## config.mk

```make
export PLATFORM = sky130hd
export DESIGN_NAME = dmem_responder_flat
export DESIGN_NICKNAME = d
export VERILOG_FILES = /design/src/rtl/cpu_mem_pkg.sv /design/src/rtl/dmem_responder_if.sv /design/src/rtl/dmem_byte_array.sv /design/src/rtl/dmem_responder.sv /design/src/flat_wrapper.sv
export SDC_FILE = /design/constraint.sdc
export NUM_CORES = 2
export LEC_CHECK = 0
export CELL_PAD_IN_SITES_DETAIL_PLACEMENT = 0
export CELL_PAD_IN_SITES_GLOBAL_PLACEMENT = 1
export CORE_MARGIN = 2
export CORE_UTILIZATION = 30
export DETAILED_ROUTE_END_ITERATION = 8
export HOLD_SLACK_MARGIN = 0.1
export PLACE_DENSITY_LB_ADDON = 0.25
export SLEW_MARGIN = 20
export SYNTH_ARGS = -nofsm -noshare
export SYNTH_HDL_FRONTEND = slang
export SYNTH_HIERARCHICAL = 1
export SYNTH_SLANG_ARGS = --single-unit
```

## constraint.sdc

```tcl
create_clock -name clka -period 5.36 [get_ports clka]
set_clock_uncertainty 0.1 [all_clocks]
set_input_delay 0.804 -clock clka [delete_from_list [all_inputs] [get_ports clka]]
set_output_delay 0.804 -clock clka [all_outputs]
set_load 0.1 [all_outputs]
```

## src/rtl/cpu_mem_pkg.sv

```systemverilog
// Shared definitions for the CPU data-memory path: FSM encoding, byte-lane
// layout of a 32-bit word and the load/store opcodes seen by the CPU adapter.
package cpu_mem_pkg;

  typedef enum logic [1:0] {
    IDLE = 2'd0,
    BUSY = 2'd1,
    RESP = 2'd2
  } state_t;

  localparam int LANES  = 4;
  localparam int LANE_W = 8;

  // Little-endian: the byte at word address + k travels in bits [8k+7:8k].
  localparam bit LITTLE_ENDIAN = 1'b1;

  localparam logic [5:0] OP_LOAD  = 6'd35;
  localparam logic [5:0] OP_STORE = 6'd43;

  function automatic logic [1:0] lane_sel(input logic [1:0] k);
    return LITTLE_ENDIAN ? k : 2'(LANES - 1) - k;
  endfunction

endpackage

```

## src/rtl/dmem_responder_if.sv

```systemverilog
// Request/response channels between the MEM stage (master) and the
// data-memory responder (slave).
interface dmem_responder_if #(
  parameter int AW = 9
);
  logic          req_valid;
  logic          req_ready;
  logic          req_write;
  logic [AW-1:0] req_addr;
  logic [31:0]   req_wdata;
  logic          rsp_valid;
  logic          rsp_ready;
  logic [31:0]   rsp_rdata;
  logic          rsp_err;

  modport master (
    output req_valid, req_write, req_addr, req_wdata, rsp_ready,
    input  req_ready, rsp_valid, rsp_rdata, rsp_err
  );

  modport slave (
    input  req_valid, req_write, req_addr, req_wdata, rsp_ready,
    output req_ready, rsp_valid, rsp_rdata, rsp_err
  );
endinterface

```

## src/rtl/dmem_byte_array.sv

```systemverilog
// Word-organised byte RAM: four byte lanes with per-lane write enables and a
// combinational word read port. Contents are never cleared.
module dmem_byte_array
  import cpu_mem_pkg::*;
#(
  parameter int DEPTH_BYTES = 512,
  parameter int AW          = 9
) (
  input  logic                     clka,
  input  logic [LANES-1:0]         we,
  input  logic [AW-1:2]            word_addr,
  input  logic [LANES*LANE_W-1:0]  wdata,
  output logic [LANES*LANE_W-1:0]  rdata
);

  localparam int WORDS = DEPTH_BYTES / LANES;

  logic [LANES-1:0][LANE_W-1:0] mem [WORDS];

  always_ff @(posedge clka) begin
    for (int k = 0; k < LANES; k++) begin
      if (we[k]) mem[word_addr][lane_sel(2'(k))] <= wdata[k*LANE_W +: LANE_W];
    end
  end

  always_comb begin
    rdata = '0;
    for (int k = 0; k < LANES; k++) begin
      rdata[k*LANE_W +: LANE_W] = mem[word_addr][lane_sel(2'(k))];
    end
  end

endmodule

```

## src/rtl/dmem_responder.sv

```systemverilog
// Data-memory responder: one outstanding word load/store at a time, with a
// programmable number of wait cycles before the access and a held response.
module dmem_responder
  import cpu_mem_pkg::*;
#(
  parameter int DEPTH_BYTES = 512,
  parameter int AW          = 9,
  parameter int WAIT_CYCLES = 2
) (
  input  logic              clka,
  input  logic              rst_n,
  dmem_responder_if.slave   bus,
  output logic              busy
);

  localparam int CW = (WAIT_CYCLES > 0) ? $clog2(WAIT_CYCLES + 1) : 1;

  state_t          state, state_nxt;
  logic [CW-1:0]   cnt, cnt_nxt;
  logic            accept, do_access, misaligned;
  logic            write_q;
  logic [AW-1:0]   addr_q;
  logic [31:0]     wdata_q;
  logic            acc_write;
  logic [AW-1:0]   acc_addr;
  logic [31:0]     acc_wdata, rd_word, rdata_q;
  logic            err_q;
  logic [LANES-1:0] we;

  assign bus.req_ready = (state == IDLE) && rst_n;
  assign accept        = bus.req_ready && bus.req_valid;

  // With no wait cycles the access happens on the accept edge, straight from the request.
  assign acc_write  = (state == IDLE) ? bus.req_write : write_q;
  assign acc_addr   = (state == IDLE) ? bus.req_addr  : addr_q;
  assign acc_wdata  = (state == IDLE) ? bus.req_wdata : wdata_q;
  assign misaligned = |acc_addr[1:0];
  assign we         = {LANES{do_access && acc_write && !misaligned}};

  always_comb begin
    state_nxt = state;
    cnt_nxt   = cnt;
    do_access = 1'b0;
    case (state)
      IDLE: begin
        if (accept) begin
          cnt_nxt = CW'(WAIT_CYCLES);
          if (WAIT_CYCLES == 0) begin
            do_access = 1'b1;
            state_nxt = RESP;
          end else begin
            state_nxt = BUSY;
          end
        end
      end
      BUSY: begin
        cnt_nxt = cnt - 1'b1;
        if (cnt == CW'(1)) begin
          do_access = 1'b1;
          state_nxt = RESP;
        end
      end
      RESP: begin
        if (bus.rsp_ready) state_nxt = IDLE;
      end
      default: state_nxt = IDLE;
    endcase
  end

  always_ff @(posedge clka or negedge rst_n) begin
    if (!rst_n) begin
      state   <= IDLE;
      cnt     <= '0;
      rdata_q <= '0;
      err_q   <= 1'b0;
    end else begin
      state <= state_nxt;
      cnt   <= cnt_nxt;
      if (do_access) begin
        err_q   <= misaligned;
        rdata_q <= (!acc_write && !misaligned) ? rd_word : '0;
      end
    end
  end

  always_ff @(posedge clka) begin
    if (accept) begin
      write_q <= bus.req_write;
      addr_q  <= bus.req_addr;
      wdata_q <= bus.req_wdata;
    end
  end

  dmem_byte_array #(
    .DEPTH_BYTES (DEPTH_BYTES),
    .AW          (AW)
  ) u_array (
    .clka      (clka),
    .we        (we),
    .word_addr (acc_addr[AW-1:2]),
    .wdata     (acc_wdata),
    .rdata     (rd_word)
  );

  assign bus.rsp_valid = (state == RESP);
  assign bus.rsp_rdata = rdata_q;
  assign bus.rsp_err   = err_q;
  assign busy          = (state != IDLE);

endmodule

```

## src/flat_wrapper.sv

```systemverilog
// flat-port wrapper written by rule: the top's interface ports become plain ports
module dmem_responder_flat import cpu_mem_pkg::*;
#(
  parameter int DEPTH_BYTES = 512,
  parameter int AW          = 9,
  parameter int WAIT_CYCLES = 2
)
  (clka, rst_n, busy, bus_req_valid, bus_req_write, bus_req_addr, bus_req_wdata, bus_rsp_ready, bus_req_ready, bus_rsp_valid, bus_rsp_rdata, bus_rsp_err);
  dmem_responder_if #(.AW(AW)) bus_i ();
  input  logic clka;
  input  logic rst_n;
  output logic busy;
  input wire logic [$bits(bus_i.req_valid)-1:0] bus_req_valid;
  input wire logic [$bits(bus_i.req_write)-1:0] bus_req_write;
  input wire logic [$bits(bus_i.req_addr)-1:0] bus_req_addr;
  input wire logic [$bits(bus_i.req_wdata)-1:0] bus_req_wdata;
  input wire logic [$bits(bus_i.rsp_ready)-1:0] bus_rsp_ready;
  output wire logic [$bits(bus_i.req_ready)-1:0] bus_req_ready;
  output wire logic [$bits(bus_i.rsp_valid)-1:0] bus_rsp_valid;
  output wire logic [$bits(bus_i.rsp_rdata)-1:0] bus_rsp_rdata;
  output wire logic [$bits(bus_i.rsp_err)-1:0] bus_rsp_err;
  assign bus_i.req_valid = bus_req_valid;
  assign bus_i.req_write = bus_req_write;
  assign bus_i.req_addr = bus_req_addr;
  assign bus_i.req_wdata = bus_req_wdata;
  assign bus_i.rsp_ready = bus_rsp_ready;
  assign bus_req_ready = bus_i.req_ready;
  assign bus_rsp_valid = bus_i.rsp_valid;
  assign bus_rsp_rdata = bus_i.rsp_rdata;
  assign bus_rsp_err = bus_i.rsp_err;
  dmem_responder #(.DEPTH_BYTES(DEPTH_BYTES), .AW(AW), .WAIT_CYCLES(WAIT_CYCLES)) u_core (.clka(clka), .rst_n(rst_n), .bus(bus_i), .busy(busy));
endmodule
```

# == After elaboration in Yosys (flattened, before gate mapping) ==
# Memories as Yosys holds them, arrays and structs flattened.
# Index checks and enable logic that the tools add are counted.
# Widths: inputs -> output; s select.
# classes
mux,14
reduce_logical,13
eq_ne,6
n_addsub,1
# op_table
operator,count
$mux 32,2
$mux 9,1
$mux 2,4
$pmux 2 s3,1
$logic_and 1x1->1,5
$mux 1,5
$eq 2x1->1 const B,2
$ne 2x1->1 const B,2
$pmux 2 s2,1
$reduce_bool 2->1,2
$reduce_and 3->1,1
$eq 2x2->1 const B,1
$logic_not 1->1,2
$logic_not 2->1,1
$ne 2x2->1 const B,1
$reduce_and 2->1,1
$reduce_or 2->1,1
$sub 2x1->2 const B,1
# totals
out_inout_bits,36
mem_bits_rw,4096
mem_count,1
reg_bits,79
input_bits,46
# memory_table
name,words,width,rd,rd_clocked_by_memory_dff,wr,line,source
u_core.u_array.mem,128,32,1,0,1,dmem_byte_array.sv:18,logic [LANES-1:0][LANE_W-1:0] mem [WORDS];

# == Depth between registers and ports, before layout ==
# depth
ltp_word,7
mapped_depth,17
ltp_nobuf,10

# == By module ==
# The synthesis kept the hierarchy.
# by_module_without_submodules
mod,area_each_um2,instances,seq_area_each_um2,cells_per_inst
dmem_byte_array,159256.5,1,122998.0,9563
dmem_responder,3544.6,1,2187.1,226

# == Worst setup path before layout ==
# No wires, ideal clock.
# synth_timing
kind,flip-flop to flip-flop
start,register u_core.state[1]
end,"memory u_core/u_array/mem[108][16] in the netlist's numbering, enable pin"
t_required_ns,4.890
arrival_time_ns,3.378
path_slack_ns,1.512
path_buffers,7
path_stages_with_launch,13
setup_time_ns,0.370
cell_sequence,dfrtp_1 nor2_1 buf_4 mux2_2 buf_4 buf_6 buf_2 nor3b_2 clkbuf_1 clkbuf_1 nand2_1 clkbuf_1 nor2_1
# synth_between
word_cells_on_any_way,11
classes_between,eq/ne (1); mux (5); reduce/logical (5)
# synth_rtl
item,line,source
"start, declared",dmem_responder.sv:18,"state_t state, state_nxt;"
"start signal, assigned",dmem_responder.sv:77,state <= state_nxt;
$logic_not 2->1,dmem_responder.sv:35,assign acc_addr = (state == IDLE) ? bus.req_addr : addr_q;
$mux 9,dmem_responder.sv:35,
named net u_core.acc_addr[2],dmem_responder.sv:25,logic [AW-1:0] acc_addr;
"end, declared",dmem_byte_array.sv:18,
# The timed path passes the listed nets, and every way through them passes these cells.

# == Final worst setup path ==
# layout_timing
start,register u_core.state[1]
end,register u_core.rdata_q[15] (netlist: u_core/bus.rsp_rdata[15])
# layout_between
word_cells_on_any_way,11
classes_between,eq/ne (1); mux (4); reduce/logical (5); memory (1)
# layout_rtl
item,line,source
$logic_not 2->1,dmem_responder.sv:35,
$mux 9,dmem_responder.sv:35,
named net u_core.acc_addr[4],dmem_responder.sv:25,
$mem_v2 128x32,--,
named net u_core.rd_word[15],dmem_responder.sv:26,"logic [31:0] acc_wdata, rd_word, rdata_q;"
$mux 32,dmem_responder.sv:81,rdata_q <= (!acc_write && !misaligned) ? rd_word : '0;
"end signal, assigned",dmem_responder.sv:81,
"end, declared",dmem_responder.sv:26,
# The timed path passes the listed nets, and every way through them passes these cells.
# A chain may end at the register's enable or synchronous reset.

==> impl_results.md <==
* Status: completed
* Placed Area at 179000 µm²
* H-tree depth at 5
* Num CTS Buffers at 433
* CTS tree: built
* Fin util at 0.358
* Gpl congestion at 0.850
* Max Fanout on Critical Path at 70
* PwrDens at 554 nW/µm²
* Syn nets at 9836
* Final hold slack at 0.236 ns
* Pre-Repair DR Iteration Count at 8
* Worst EP arrival at 6.13 ns
* Fmax at 0.187 GHz
* First-pass GRT wire length at 851 mm
* Die Wd at 741 µm
* Yosys reg bits at 4175
* Setup crit start kind: flip-flop
* P&R area growth vs syn at 18.7%
* Placed insts at 17.3k
* Routed wire length at 627 mm
* EDFF count, synth at 4138
* RSZ-0062 raised after global routing: no
* Share of layout cells above drive strength 1 at 0.201
* Antenna Nets Post-Route at 0
* Max-slew headroom at 0.174
* Ys Warns at 6
* Hold Path Class: in2reg
* Initial antenna violation count at 53
* Register area share after synthesis at 0.769
* Largest net degree at the start of global routing at 129
* Clock Tree Root: clkbuf_16
* CTS max path bufs at 4
* Netlist Area Pre-Place at 163000 µm²
* Max_cap viols at 0
* DRC errors left at 0
* Core ar. at 541000 µm²
* Tcrit/Tclk final at 0.996
* Post-route non-filler standard cell count at 18.1k
* # IOs at 82
* Initial core utilization at 0.301
* Clk_lat worst skew at 1.04 ns
* DRT iter0 DRCs at 14.2k
* Post-synth cell types at 68
* Setup TNS at 0 ns
* FP Rows at 270
* M2 GR Usage at 0.345
* Fin area at 193000 µm²
* Vias/cell at 5.67
* Met3 Use GR at 0.0444
* Tmin final at 5.34 ns
* Total number of vias at 103k
* Setup Buffers After CTS at 0
* Ys flop type: edfxtp_1
* Critical Path RT at 6.15 ns
* Final hold violations at 0
* Worst setup path class: reg2reg
* GRT met1 Usage at 0.303
* Grt total ovfl at 0
* Clk sinks at 4175
* Worst Max-Slew Pin Slew at 1.23 ns
* Wire length per cell at 34.6 µm
* Pleak at 60.9 nW
* Vias in the first global route at 99.8k
* Cells after Synth at 9789
* Final Max Tran Viols at 0
* Worst VDD drop at 0.429 mV
* HPWL reported at the end of detailed placement at 400 mm
* Die Footprint at 549000 µm²
* Die height at 741 µm
* Asr flop ratio synth at 0.00886
* Port bufs at 81
* Final setup violating endpoints at 0
* CP endpoint kind: flip-flop
* Syn avg cell area at 16.6 µm²
* Top Usage Layer GRT: met2
* Clock-pin slew on the worst setup and hold paths at 0.06 ns
* Nets at 10.5k
* GRT Overall Usage at 0.220
[synth_stat cells, drive strengths merged (27+ instances only)]
cell     number  area, µm²
nand2b       27        169
a221oi      353       3090
nand2       301       1130
nor4b        32        280
nor2        658       2470
nor2b        44        275
a211oi       77        578
buf         358       1670
nand3        32        160
edfxtp     4138     124000
mux4         84       1890
o211ai       30        225
a222oi      109       1090
mux2i       150       1500
a22oi       671       5040
clkbuf      469       1760
o22a         38        333
o221ai       70        613
o32ai        50        438
nor3         40        200
dfrtp        37        926
a21oi       564       2820
o2bb2ai      33        289
a221o       105       1050
a22o         38        333
mux2        411       4640
o22ai       166       1040
a211o        33        289
a21o         45        338
o21ai       354       1770
[layout by cell type (no fill, tap or decap), drive strengths merged, types with 47 or more instances in the layout]
| cell | Yosys | final |
|---|---|---|
| a211oi | 77 | 77 |
| clkdlybuf4s50 | 0 | 67 |
| diode | 0 | 56 |
| edfxtp | 4138 | 4138 |
| clkinv | 1 | 196 |
| clkbuf | 469 | 530 |
| o221ai | 70 | 70 |
| nor2 | 658 | 658 |
| a222oi | 109 | 109 |
| a221o | 105 | 105 |
| mux2i | 150 | 150 |
| mux4 | 84 | 84 |
| o22ai | 166 | 166 |
| a22oi | 671 | 671 |
| mux2 | 411 | 411 |
| o32ai | 50 | 50 |
| buf | 358 | 1017 |
| nand2 | 301 | 301 |
| o21ai | 354 | 354 |
| bufinv | 0 | 47 |
| a21oi | 564 | 564 |
| a221oi | 353 | 353 |
[cell type report]
cell class | instances | area [µm²]
inverters | 11 | 61.3
clock inverters | 269 | 2630
fillers | 51076 | 347000
well taps | 7208 | 9020
multi-input cells | 4776 | 34600
repair buffers | 1085 | 10300
diodes | 56 | 140
flip-flops and latches | 4175 | 125000
clock buffers | 530 | 11300
[worst max-delay path, stage by stage, from the launching register on]
cell and delay (ns):
dfrtp_1 0.47, nor2_4 0.21, buf_12 0.20, mux2_8 0.54, nor2b_4 0.28, buf_4 0.22
buf_12 0.18, buf_12 0.23, a221o_1 0.43, a222oi_1 0.50, o22ai_1 0.15, nor3_1 0.69
o32ai_1 0.16, nor4b_1 0.18, mux2_1 0.34
[sequential cells by signal, summed over array words and instances, names as in the netlist]
| name | cells |
|---|---|
| u_core/bus.rsp_rdata | 32 |
| u_core/cnt | 2 |
| u_core/write_q | 1 |
| u_core/wdata_q | 32 |
| u_core/u_array/mem | 4096 |
| u_core/state | 2 |
| u_core/addr_q | 9 |
| u_core/bus.rsp_err | 1 |
[worst paths after layout]
kind,depth (start not counted),to,start,slack (ns)
worst min-delay path,1,u_core/write_q,bus_req_write,0.24
worst min register to register,1,u_core/bus.rsp_rdata[27],u_core/bus.rsp_rdata[27],0.40
max in group asynchronous,3,u_core/bus.rsp_rdata[11],rst_n,3.49
min in group asynchronous,2,u_core/bus.rsp_rdata[29],rst_n,0.27
worst max-delay path,14,u_core/bus.rsp_rdata[15],u_core/state[1],0.02
worst max register to register,14,u_core/bus.rsp_rdata[15],u_core/state[1],0.02
[logic make-up after synthesis]
group / count (synthesis) / share of synthesized area
AND/OR/NAND/NOR: 1268 / 0.0350
flip-flops: 4175 / 0.769
multiplexers: 645 / 0.0493
buffers and inverters: 838 / 0.0213
adder cells (fa/ha/maj): 1 / 0.0000768
AO/OA/AOI/OAI: 2862 / 0.125
[metal layers]
layer / wire length, µm / part of all wire / vias up
li1: - / - / 41590
met4: 25800 / 0.041 / 18
met5: 123 / 0.00020 / -
met3: 56700 / 0.090 / 918
met2: 286000 / 0.46 / 5398
met1: 259000 / 0.41 / 54775
[power by group]
part / internal [mW] / switching (mW)
Clock: 17.2 / 13.0
Combinational: 10.3 / 26.5
Sequential: 39.8 / 0.388
Total: 67.3 / 39.9
[per-stage QoR]
stage / setup WS (ns) / total power [mW]
final: 0.0192 / 107
after floorplan: 1.51 / 57.5
after global routing: 0.00771 / 110
after global placement: -0.577 / 76.9
after CTS: 0.0201 / 107
after detailed placement: -0.165 / 77.2
[what timing repair did]
action	4_1_cts	5_1_grt
endpoints found under the setup margin	0	2
gates resized for setup	0	2
hold endpoints to repair	12	0
hold buffers	1	0
Note: power is estimated with default switching activity, not from simulation.
